==> src/rtl/mfp_ahb_lite_sram_pipe.sv <==
// rtl/mfp_ahb_lite_sram_pipe.sv - AHB-Lite slave front end for a 1R/1W synchronous RAM
//
// Purpose:
//   Turns AHB-Lite address phases into RAM read/write strobes with byte-lane
//   masks. Reads issue in the address phase. Writes are registered and issue
//   in the data phase together with HWDATA. A read that lands on the word
//   being written in the same cycle gets the in-flight bytes merged into its
//   returned data. READ_LATENCY-1 wait states are inserted on reads. Illegal
//   transfers (oversize or misaligned) get the two-cycle ERROR response.
//
// Ports:
//   HCLK, HRESETn         clock, asynchronous active-low reset
//   HSEL, HADDR, HSIZE,   AHB-Lite address phase
//   HTRANS, HWRITE, HREADY
//   HWDATA                AHB-Lite write data (data phase)
//   HRDATA, HREADYOUT,    AHB-Lite slave response
//   HRESP
//   ram_re, ram_raddr,    RAM read port (data READ_LATENCY cycles after ram_re)
//   ram_rdata
//   ram_we, ram_waddr,    RAM write port
//   ram_wmask, ram_wdata

module mfp_ahb_lite_sram_pipe #(
  parameter int DATA_WIDTH   = 32,
  parameter int ADDR_WIDTH   = 16,
  parameter int READ_LATENCY = 1
) (
  input  logic                                        HCLK,
  input  logic                                        HRESETn,
  input  logic                                        HSEL,
  input  logic [ADDR_WIDTH-1:0]                       HADDR,
  input  logic [2:0]                                  HSIZE,
  input  logic [1:0]                                  HTRANS,
  input  logic                                        HWRITE,
  input  logic                                        HREADY,
  input  logic [DATA_WIDTH-1:0]                       HWDATA,
  output logic [DATA_WIDTH-1:0]                       HRDATA,
  output logic                                        HREADYOUT,
  output logic                                        HRESP,
  output logic                                        ram_re,
  output logic [ADDR_WIDTH-$clog2(DATA_WIDTH/8)-1:0]  ram_raddr,
  input  logic [DATA_WIDTH-1:0]                       ram_rdata,
  output logic                                        ram_we,
  output logic [ADDR_WIDTH-$clog2(DATA_WIDTH/8)-1:0]  ram_waddr,
  output logic [DATA_WIDTH/8-1:0]                     ram_wmask,
  output logic [DATA_WIDTH-1:0]                       ram_wdata
);

  localparam int L   = DATA_WIDTH / 8;
  localparam int B   = $clog2(L);
  localparam int WAW = ADDR_WIDTH - B;

  localparam logic [1:0]   CNT_LOAD = 2'(READ_LATENCY - 1);
  localparam logic [2:0]   MAX_SIZE = 3'(B);
  localparam logic [B:0]   ONE_NB   = 1;
  localparam logic [B-1:0] ONE_OFF  = 1;

  typedef enum logic [1:0] {
    S_IDLE,
    S_RWAIT,
    S_ERR1,
    S_ERR2
  } state_t;

  state_t r_state;
  state_t w_state_nxt;
  logic [1:0] r_cnt;
  logic [1:0] w_cnt_nxt;

  logic           r_wpend;
  logic [WAW-1:0] r_waddr;
  logic [L-1:0]   r_wmask;

  logic [L-1:0]          r_fwd_mask;
  logic [DATA_WIDTH-1:0] r_fwd_data;

  logic           w_accept;
  logic           w_size_ok;
  logic [B:0]     w_nbytes;
  logic [B-1:0]   w_offset;
  logic           w_aligned;
  logic           w_legal;
  logic [L-1:0]   w_mask;
  logic [WAW-1:0] w_word;
  logic           w_rd_acc;
  logic           w_wr_acc;
  logic           w_err_acc;
  logic           w_fwd_hit;
  logic           w_take;
  logic           w_unused;

  // HTRANS[0] only separates NONSEQ/SEQ and IDLE/BUSY; both pairs behave alike here.
  assign w_unused = HTRANS[0];

  assign w_accept = HSEL & HREADY & HTRANS[1];
  assign w_word   = HADDR[ADDR_WIDTH-1:B];

  // Size/alignment check and lane mask.
  always_comb begin
    w_size_ok = (HSIZE <= MAX_SIZE);
    // Clamp the shift when the size is out of range; the transfer is illegal anyway.
    w_nbytes  = w_size_ok ? (ONE_NB << HSIZE) : ONE_NB;
    w_offset  = HADDR[B-1:0];
    // For a full-width transfer w_nbytes[B-1:0] is 0, so the mask becomes all ones.
    w_aligned = ((w_offset & (w_nbytes[B-1:0] - ONE_OFF)) == '0);
    w_legal   = w_size_ok & w_aligned;
    w_mask    = '0;
    for (int i = 0; i < L; i++) begin
      if (w_legal && (i >= int'(w_offset)) && (i < int'(w_offset) + int'(w_nbytes))) begin
        w_mask[i] = 1'b1;
      end
    end
  end

  assign w_rd_acc  = w_accept & ~HWRITE & w_legal;
  assign w_wr_acc  = w_accept & HWRITE & w_legal;
  assign w_err_acc = w_accept & ~w_legal;

  // Read in the same cycle as the data phase of a write to the same word.
  assign w_fwd_hit = w_rd_acc & r_wpend & (r_waddr == w_word);

  assign ram_re    = w_rd_acc;
  assign ram_raddr = w_word;

  assign ram_we    = r_wpend;
  assign ram_waddr = r_waddr;
  assign ram_wmask = r_wmask;
  assign ram_wdata = HWDATA;

  // Write address phase capture; data phase follows in the next cycle.
  always_ff @(posedge HCLK or negedge HRESETn) begin
    if (!HRESETn) begin
      r_wpend <= 1'b0;
      r_wmask <= '0;
      r_waddr <= '0;
    end else begin
      r_wpend <= w_wr_acc;
      r_wmask <= w_wr_acc ? w_mask : '0;
      if (w_wr_acc) begin
        r_waddr <= w_word;
      end
    end
  end

  // Forwarding capture, held until the read data phase completes.
  always_ff @(posedge HCLK or negedge HRESETn) begin
    if (!HRESETn) begin
      r_fwd_mask <= '0;
      r_fwd_data <= '0;
    end else if (w_rd_acc) begin
      r_fwd_mask <= w_fwd_hit ? r_wmask : '0;
      r_fwd_data <= HWDATA;
    end
  end

  always_comb begin
    HRDATA = ram_rdata;
    for (int i = 0; i < L; i++) begin
      if (r_fwd_mask[i]) begin
        HRDATA[8*i +: 8] = r_fwd_data[8*i +: 8];
      end
    end
  end

  always_ff @(posedge HCLK or negedge HRESETn) begin
    if (!HRESETn) begin
      r_state <= S_IDLE;
      r_cnt   <= '0;
    end else begin
      r_state <= w_state_nxt;
      r_cnt   <= w_cnt_nxt;
    end
  end

  always_comb begin
    w_state_nxt = r_state;
    w_cnt_nxt   = r_cnt;
    HREADYOUT   = 1'b1;
    HRESP       = 1'b0;
    w_take      = 1'b0;
    case (r_state)
      S_IDLE: begin
        w_take = 1'b1;
      end
      S_RWAIT: begin
        if (r_cnt != 2'd0) begin
          HREADYOUT = 1'b0;
          w_cnt_nxt = r_cnt - 2'd1;
        end else begin
          w_take = 1'b1;
        end
      end
      S_ERR1: begin
        HREADYOUT   = 1'b0;
        HRESP       = 1'b1;
        w_state_nxt = S_ERR2;
      end
      S_ERR2: begin
        HRESP  = 1'b1;
        w_take = 1'b1;
      end
      default: begin
        w_state_nxt = S_IDLE;
      end
    endcase

    // Any cycle that completes a data phase may start the next transfer.
    if (w_take) begin
      w_state_nxt = S_IDLE;
      if (w_err_acc) begin
        w_state_nxt = S_ERR1;
      end else if (w_rd_acc && (READ_LATENCY > 1)) begin
        w_state_nxt = S_RWAIT;
        w_cnt_nxt   = CNT_LOAD;
      end
    end
  end

endmodule
==> config.mk <==
export PLATFORM = sky130hd
export DESIGN_NAME = mfp_ahb_lite_sram_pipe
export DESIGN_NICKNAME = d
export VERILOG_FILES = /design/src/rtl/mfp_ahb_lite_sram_pipe.sv
export SDC_FILE = /design/constraint.sdc
export NUM_CORES = 1
export LEC_CHECK = 0
export ABC_AREA = 1
export BUFFER_PORTS_ARGS = -buffer_cell sky130_fd_sc_hd__buf_2
export CAP_MARGIN = 5
export CORE_ASPECT_RATIO = 0.8
export CORE_MARGIN = 2
export CORE_UTILIZATION = 45
export DETAILED_ROUTE_END_ITERATION = 8
export PLACE_DENSITY_LB_ADDON = 0.25
export SLEW_MARGIN = 10
export SYNTH_ARGS = -nofsm -noshare
export SYNTH_HDL_FRONTEND = slang
export SYNTH_SLANG_ARGS = --single-unit
==> constraint.sdc <==
create_clock -name HCLK -period 1.5 [get_ports HCLK]
set_input_delay 0.15 -clock HCLK [delete_from_list [all_inputs] [get_ports HCLK]]
set_output_delay 0.15 -clock HCLK [all_outputs]
set_load 0.01 [all_outputs]
==> flow_metrics.tcl, run 1 <==
set metrics [dict create \
    grt_antenna_before_repair 0 \
    num_rows 28 \
    dp_slack_ps -393.7 \
    cts_buffer_depth 2 \
    syn-num-nets 530 \
    fin_nets 700 \
    async_flop_share 1.000 \
    grt_pass1_vias 2871 \
    ios 190 \
    p_int_mw 3.635 \
    cp-start-kind "register" \
    drcViolationCount 0 \
    seq_power_share 0.407 \
    yosysWarnings 0 \
    die-area_um2 8549 \
    port_buffers 188 \
    drt-initial-drc-count 75 \
    critPathMaxFanout 3 \
    p_per_area_nw_per_um2 1077 \
    clock_latency_ps 330 \
    hpwl_um 6122 \
    cts_htree_levels 3 \
    status "finished with violations" \
    crit_path_end_kind "output pin" \
    synth-seq-cells 59 \
    combPwrFrac 0.276 \
    drt-total-wl_um 8371 \
    cts_root_buf "clkbuf_8" \
    crit_path_max_incr_delay_ps 430 \
    tritoncts "done" \
    fmax_ghz 0.6589 \
    ys_top_cells_by_area "dfrtp_1 (42%), nand2_1 (18%), mux2_2 (10%)" \
    fin_hold_ws_ps 26.70 \
    grt_util_met1 0.2349 \
    viasPerCell 4.413 \
    synth_compound_area_frac 0.03875 \
    grt-busiest-layer "met2" \
    synthSimpleGateAreaFrac 0.2296 \
    min_period_ps 1518 \
    syn2layout_area_growth_pct 37.29 \
    synth_edf_count 0 \
    max_slew_margin 0.7846 \
    core_area_um2 7497 \
    finish.utilization 0.6445 \
    power.switching_mw 1.568 \
    synth_top_family_by_area "simple AND/OR/NAND/NOR gates" \
    path_buf_inv 3 \
    path_class "register to output pin" \
    yosysSeqAreaShare 0.4195 \
    gp_congestion 0.7752 \
    p_leak_nw 2.766 \
    netlist.area_leader.share 0.4195 \
    synth_area_leader_cell "dfrtp_1" \
    overflow 0 \
    postLayoutCellArea_um2 4832 \
    cts_sinks 59 \
    rsz0062_at_grt "true" \
    worst_pin_slew_ps 323.0 \
    first_pass_iters 4 \
    place_area_um2 4398 \
    slowest_stage "dfrtp_1" \
    synth_cells 432 \
    yosys.area_share.xor_xnor 0.004977 \
    wl_per_cell_um 11.76 \
    drive_above_1_share 0.4992 \
    synth_commonest_cells "nand2_1 (169), dfrtp_1 (59), buf_4 (46)" \
    hold_viol_final 0 \
    ys.flop_type "dfrtp_1" \
    pwr-share-clk 0.316 \
    skew_ps 6.898 \
    clk_pin_slew_ps 70 \
    worstPathRequired_ps 1350 \
    grt_max_degree 60 \
    violations "negative setup slack" \
    yosysMostFrequentCell "nand2_1" \
    worstPathArrival_ps 1370 \
    use_met3 0.05724 \
    hold_path_startpoint "HWDATA[14]" \
    grt_pass1_wl_um 12790 \
    setup_viol 1 \
    worstHoldPathType "input port to register" \
    vias 3142 \
    cp_top_family "flip-flops" \
    use_met2 0.3238 \
    cts_made_buffers 9 \
    synth_fa_ha_area_frac 0.03057 \
    start_util 0.4695 \
    crit_start "r_state[1]$_DFFE_PN0P_" \
    r2r-start "r_state[1]$_DFFE_PN0P_" \
    fin_crit_sh 1.012 \
    setup_slack_ps -17.58 \
    drv_cap 0 \
    cp_cell_sequence "inv_2 -> ha_4 -> inv_4 -> nor2_4 -> a21oi_2 -> buf_2" \
    die_h_um 83.10 \
    dieWidth_um 102.9 \
    slew_violations 0 \
    synth_mux_area_frac 0.1024 \
    antenna_cells 0 \
    synthDistinctLibCells 26 \
    ant_nets 0 \
    grt_usage 0.1880 \
    syn_area_per_cell_um2 8.147 \
    sw_frac_of_total 0.3013 \
    ir_drop_v 0.0007295 \
    synth_area_um2 3520 \
]
==> through the flow <==
stage | std cells | power, mW | setup TNS [ps]
after floorplan | 432 | 2.885 | -127.5
after global placement | 684 | 3.318 | -8263
after detailed placement | 684 | 3.371 | -9747
after CTS | 704 | 5.115 | -14.07
after global routing | 712 | 5.532 | -137.3
final | 712 | 5.202 | -17.58
==> kinds of logic (layout without fill, tap and decap cells) <==
| kind of cell | Yosys count | after routing |
|---|---|---|
| muxes | 32 | 32 |
| buffers and inverters | 104 | 279 |
| adders and majority gates | 8 | 8 |
| and+or+nand+nor | 206 | 206 |
| AOI/OAI and AO/OA | 21 | 21 |
| DFF | 59 | 59 |
| xor gates and xnor gates | 2 | 2 |
==> tightest hold or removal path, delay by kind of cell <==
kind | cells | cell delay (ps)
and+or+nand+nor | 2 | 90
buffers and inverters | 1 | 80
==> flip-flops by register name, indices dropped and copies added, names as in the netlist <==
register / flops
r_fwd_data: 32
ram_waddr: 14
r_fwd_mask: 4
ram_wmask: 4
r_cnt: 2
r_state: 2
ram_we: 1
==> power groups by stage <==
stage / registers (mW) / clock network (mW) / logic [mW]
2_1_floorplan: 2.12 / 0 / 0.761
3_3_place_gp: 2.11 / 0 / 1.20
3_5_place_dp: 2.13 / 0 / 1.25
4_1_cts: 2.10 / 1.68 / 1.33
5_1_grt: 2.16 / 1.74 / 1.63
6_report: 2.12 / 1.65 / 1.44
==> final cells by class <==
type / instances / area [µm²]
inverters: 44 / 183.9
fillers: 681 / 2665
well taps: 105 / 131.4
flip-flops and latches: 59 / 1481
repair buffers: 219 / 1284
clock inverters: 4 / 72.57
multi-input cells: 269 / 1524
clock buffers: 12 / 155.1
==> routing by layer <==
layer,vias up,part of all wire
li1,1623,-
met1,1411,0.44
met2,103,0.49
met3,5,0.064
met4,0,0.0038
met5,-,0
==> cell usage in the layout, fill, tap and decap left out, types with 2 or more instances in the layout <==
| cell type | count |
|---|---|
| buf_2 | 184 |
| a21oi_2 | 2 |
| nor2_2 | 2 |
| nand4_1 | 4 |
| nand2_1 | 167 |
| o21ai_0 | 9 |
| mux2_4 | 2 |
| ha_4 | 2 |
| o21ai_2 | 6 |
| dfrtp_1 | 55 |
| mux2_2 | 30 |
| nor2_4 | 4 |
| nor2_1 | 19 |
| buf_4 | 22 |
| buf_12 | 6 |
| inv_1 | 34 |
| inv_2 | 8 |
| bufinv_16 | 2 |
| nand3_1 | 4 |
| clkbuf_8 | 11 |
| dfrtp_2 | 4 |
| ha_1 | 4 |
| buf_6 | 6 |
| nand2_2 | 2 |
==> final timing paths <==
check                                             end  slack [ps]  cells past startpoint
setup reg to reg               r_state[1]$_DFFE_PN0P_         120                      7
hold reg to reg            r_fwd_data[14]$_DFFE_PN0N_         470                      2
max in group asynchronous   r_fwd_mask[3]$_DFFE_PN0N_         860                      3
min in group asynchronous    ram_waddr[6]$_DFFE_PN0P_         350                      3
setup / recovery                            HREADYOUT         -20                      6
hold / removal             r_fwd_data[14]$_DFFE_PN0N_          30                      3
==> repair_timing <==
action | in CTS | in global routing
hold endpoints to repair | 59 | 0
endpoints found under the setup margin | 31 | 41
setup buffers | 3 | 8
pin swaps | 2 | 11
gates resized for setup | 14 | 25
hold buffers | 1 | 0
gates cloned | 0 | 0
(Power assumes the default switching activity.)
==> run 2: changes to the inputs <==
- SKIP_CTS_REPAIR_TIMING: default -> 1
==> flow_metrics.tcl, run 2 (synthesis gave the netlist of run 1 again) <==
set metrics [dict create \
    status "finished with violations" \
    violations "negative setup slack" \
    ios 190 \
    crit_path_max_incr_delay_ps 410 \
    ir_drop_v 0.0007145 \
    min_to "r_fwd_data[14]$_DFFE_PN0N_" \
    place_area_um2 4398 \
    die_h_um 83.10 \
    viasPerCell 4.402 \
    grt_antenna_before_repair 0 \
    slowest_stage "dfrtp_2" \
    hold_depth 3 \
    drive_above_1_share 0.5049 \
    fin_nets 707 \
    cts_made_buffers 9 \
    vias 3165 \
    final_common_cell "buf_2" \
    grt_pass1_wl_um 12700 \
    overflow 0 \
    skew_ps 6.457 \
    finish.utilization 0.6530 \
    crit_path_end_kind "output pin" \
    setup_viol 1 \
    wl_per_cell_um 11.65 \
    timing.rr.end "r_fwd_mask[0]$_DFFE_PN0N_" \
    setup_slack_ps -2.814 \
    worstPathArrival_ps 1350 \
    max_slew_margin 0.7831 \
    worstPathRequired_ps 1350 \
    instances_no_fill 719 \
    p_per_area_nw_per_um2 1050 \
    fmax_ghz 0.6654 \
    die-area_um2 8549 \
    grt_max_degree 60 \
    drt-initial-drc-count 83 \
    tritoncts "done" \
    path_class "register to output pin" \
    cts_htree_levels 3 \
    grt_pass1_vias 2855 \
    core_area_um2 7497 \
    ant_nets 0 \
    dieWidth_um 102.9 \
    cts_sinks 59 \
    num_rows 28 \
    r2r_cells 8 \
    fin_crit_sh 1.002 \
    ff2ff_setup_slack_ps 220 \
    p_total_mw 5.140 \
    slew_violations 0 \
    port_buffers 188 \
    cts_buffer_depth 2 \
    cp-start-kind "register" \
    drt-total-wl_um 8379 \
    critPathMaxFanout 3 \
    clk_pin_slew_ps 70 \
    antenna_cells 0 \
    drv_cap 0 \
    drcViolationCount 0 \
    worst_pin_slew_ps 325.4 \
    largest_reg_flops 32 \
    syn2layout_area_growth_pct 39.10 \
    cp_cell_sequence "inv_2 -> ha_2 -> or2_4 -> buf_6" \
    hold_viol_final 0 \
    min_period_ps 1503 \
    cts_root_buf "clkbuf_8" \
    rsz0062_at_grt "true" \
    final_cell_mix "buf_2 (183), nand2_1 (167), dfrtp_1 (55), inv_1 (34), mux2_2 (30)" \
    r2r-start "ram_waddr[3]$_DFFE_PN0P_" \
    dp.cells 684 \
    worstHoldPathType "input port to register" \
    postLayoutCellArea_um2 4896 \
    largest-register "r_fwd_data" \
    grt_usage 0.1860 \
    first_pass_iters 4 \
    hpwl_um 6122 \
    start_util 0.4695 \
    hold_path_startpoint "HWDATA[14]" \
    gp_congestion 0.7752 \
    nFillCells 682 \
    p_leak_nw 2.804 \
    clock_latency_ps 330 \
]
-- run 2: changes by cell type in the layout (fill, tap and decap cells not counted), sizes merged --
cell | before | now
buf | 218 | 224
clkbuf | 12 | 13
-- run 2: power by group --
| part | internal (mW) | switching [mW] | total (mW) |
|---|---|---|---|
| Clock | 1.02 | 0.627 | 1.65 |
| Combinational | 0.667 | 0.710 | 1.38 |
| Sequential | 1.90 | 0.212 | 2.11 |
| Total | 3.59 | 1.55 | 5.14 |
-- run 2: critical path, delay by kind of cell, from the launching register on --
| kind | cells | cell delay [ps] |
|---|---|---|
| fa+ha+maj | 1 | 190 |
| buf+inv | 2 | 170 |
| flops | 1 | 410 |
| simple gates | 1 | 250 |
-- run 2: worst max path at each step --
| stage | start | end | slack, ps | cells after the start |
|---|---|---|---|---|
| 2_1_floorplan | HSIZE[2] | ram_wmask[0]$_DFF_PN0_ | -70 | 15 |
| 3_3_place_gp | HSIZE[0] | ram_wmask[0]$_DFF_PN0_ | -340 | 16 |
| 3_5_place_dp | HSIZE[0] | ram_wmask[0]$_DFF_PN0_ | -390 | 16 |
| 4_1_cts | HSIZE[0] | ram_re | -170 | 12 |
| 5_1_grt | r_state[0]$_DFFE_PN0P_ | HRESP | -50 | 4 |
| 6_report | r_state[0]$_DFFE_PN0P_ | HRESP | -3 | 4 |
-- run 2: layout make-up --
type,count,area [µm²],share of cell area
inverter,44,183.9,0.03757
clock buffer,12,155.1,0.03169
sequential,59,1481,0.3026
timing repair buffer,226,1360,0.2778
clock inverter,4,72.57,0.01482
tap,105,131.4,0.02683
multi-input combinational,269,1511,0.3087
-- run 2: metrics by stage --
| stage | setup TNS (ps) | hold slack (ps) | worst slack, ps |
|---|---|---|---|
| finish | -2.814 | 25.87 | -2.814 |
| global route | -79.07 | 13.96 | -46.82 |
| CTS | -2655 | -180.7 | -173.3 |
| detailed placement | -9747 | 183.2 | -393.7 |
| global placement | -8263 | 181.3 | -337.6 |
| floorplan | -127.5 | -145.6 | -73.11 |
-- run 2: routing by layer --
metal	share of wire	up-vias	global-route usage
li1	-	1634	-
met1	0.45	1421	0.2322
met2	0.49	105	0.3203
met3	0.064	5	0.05724
met4	0.0038	0	0.03110
met5	0	-	0
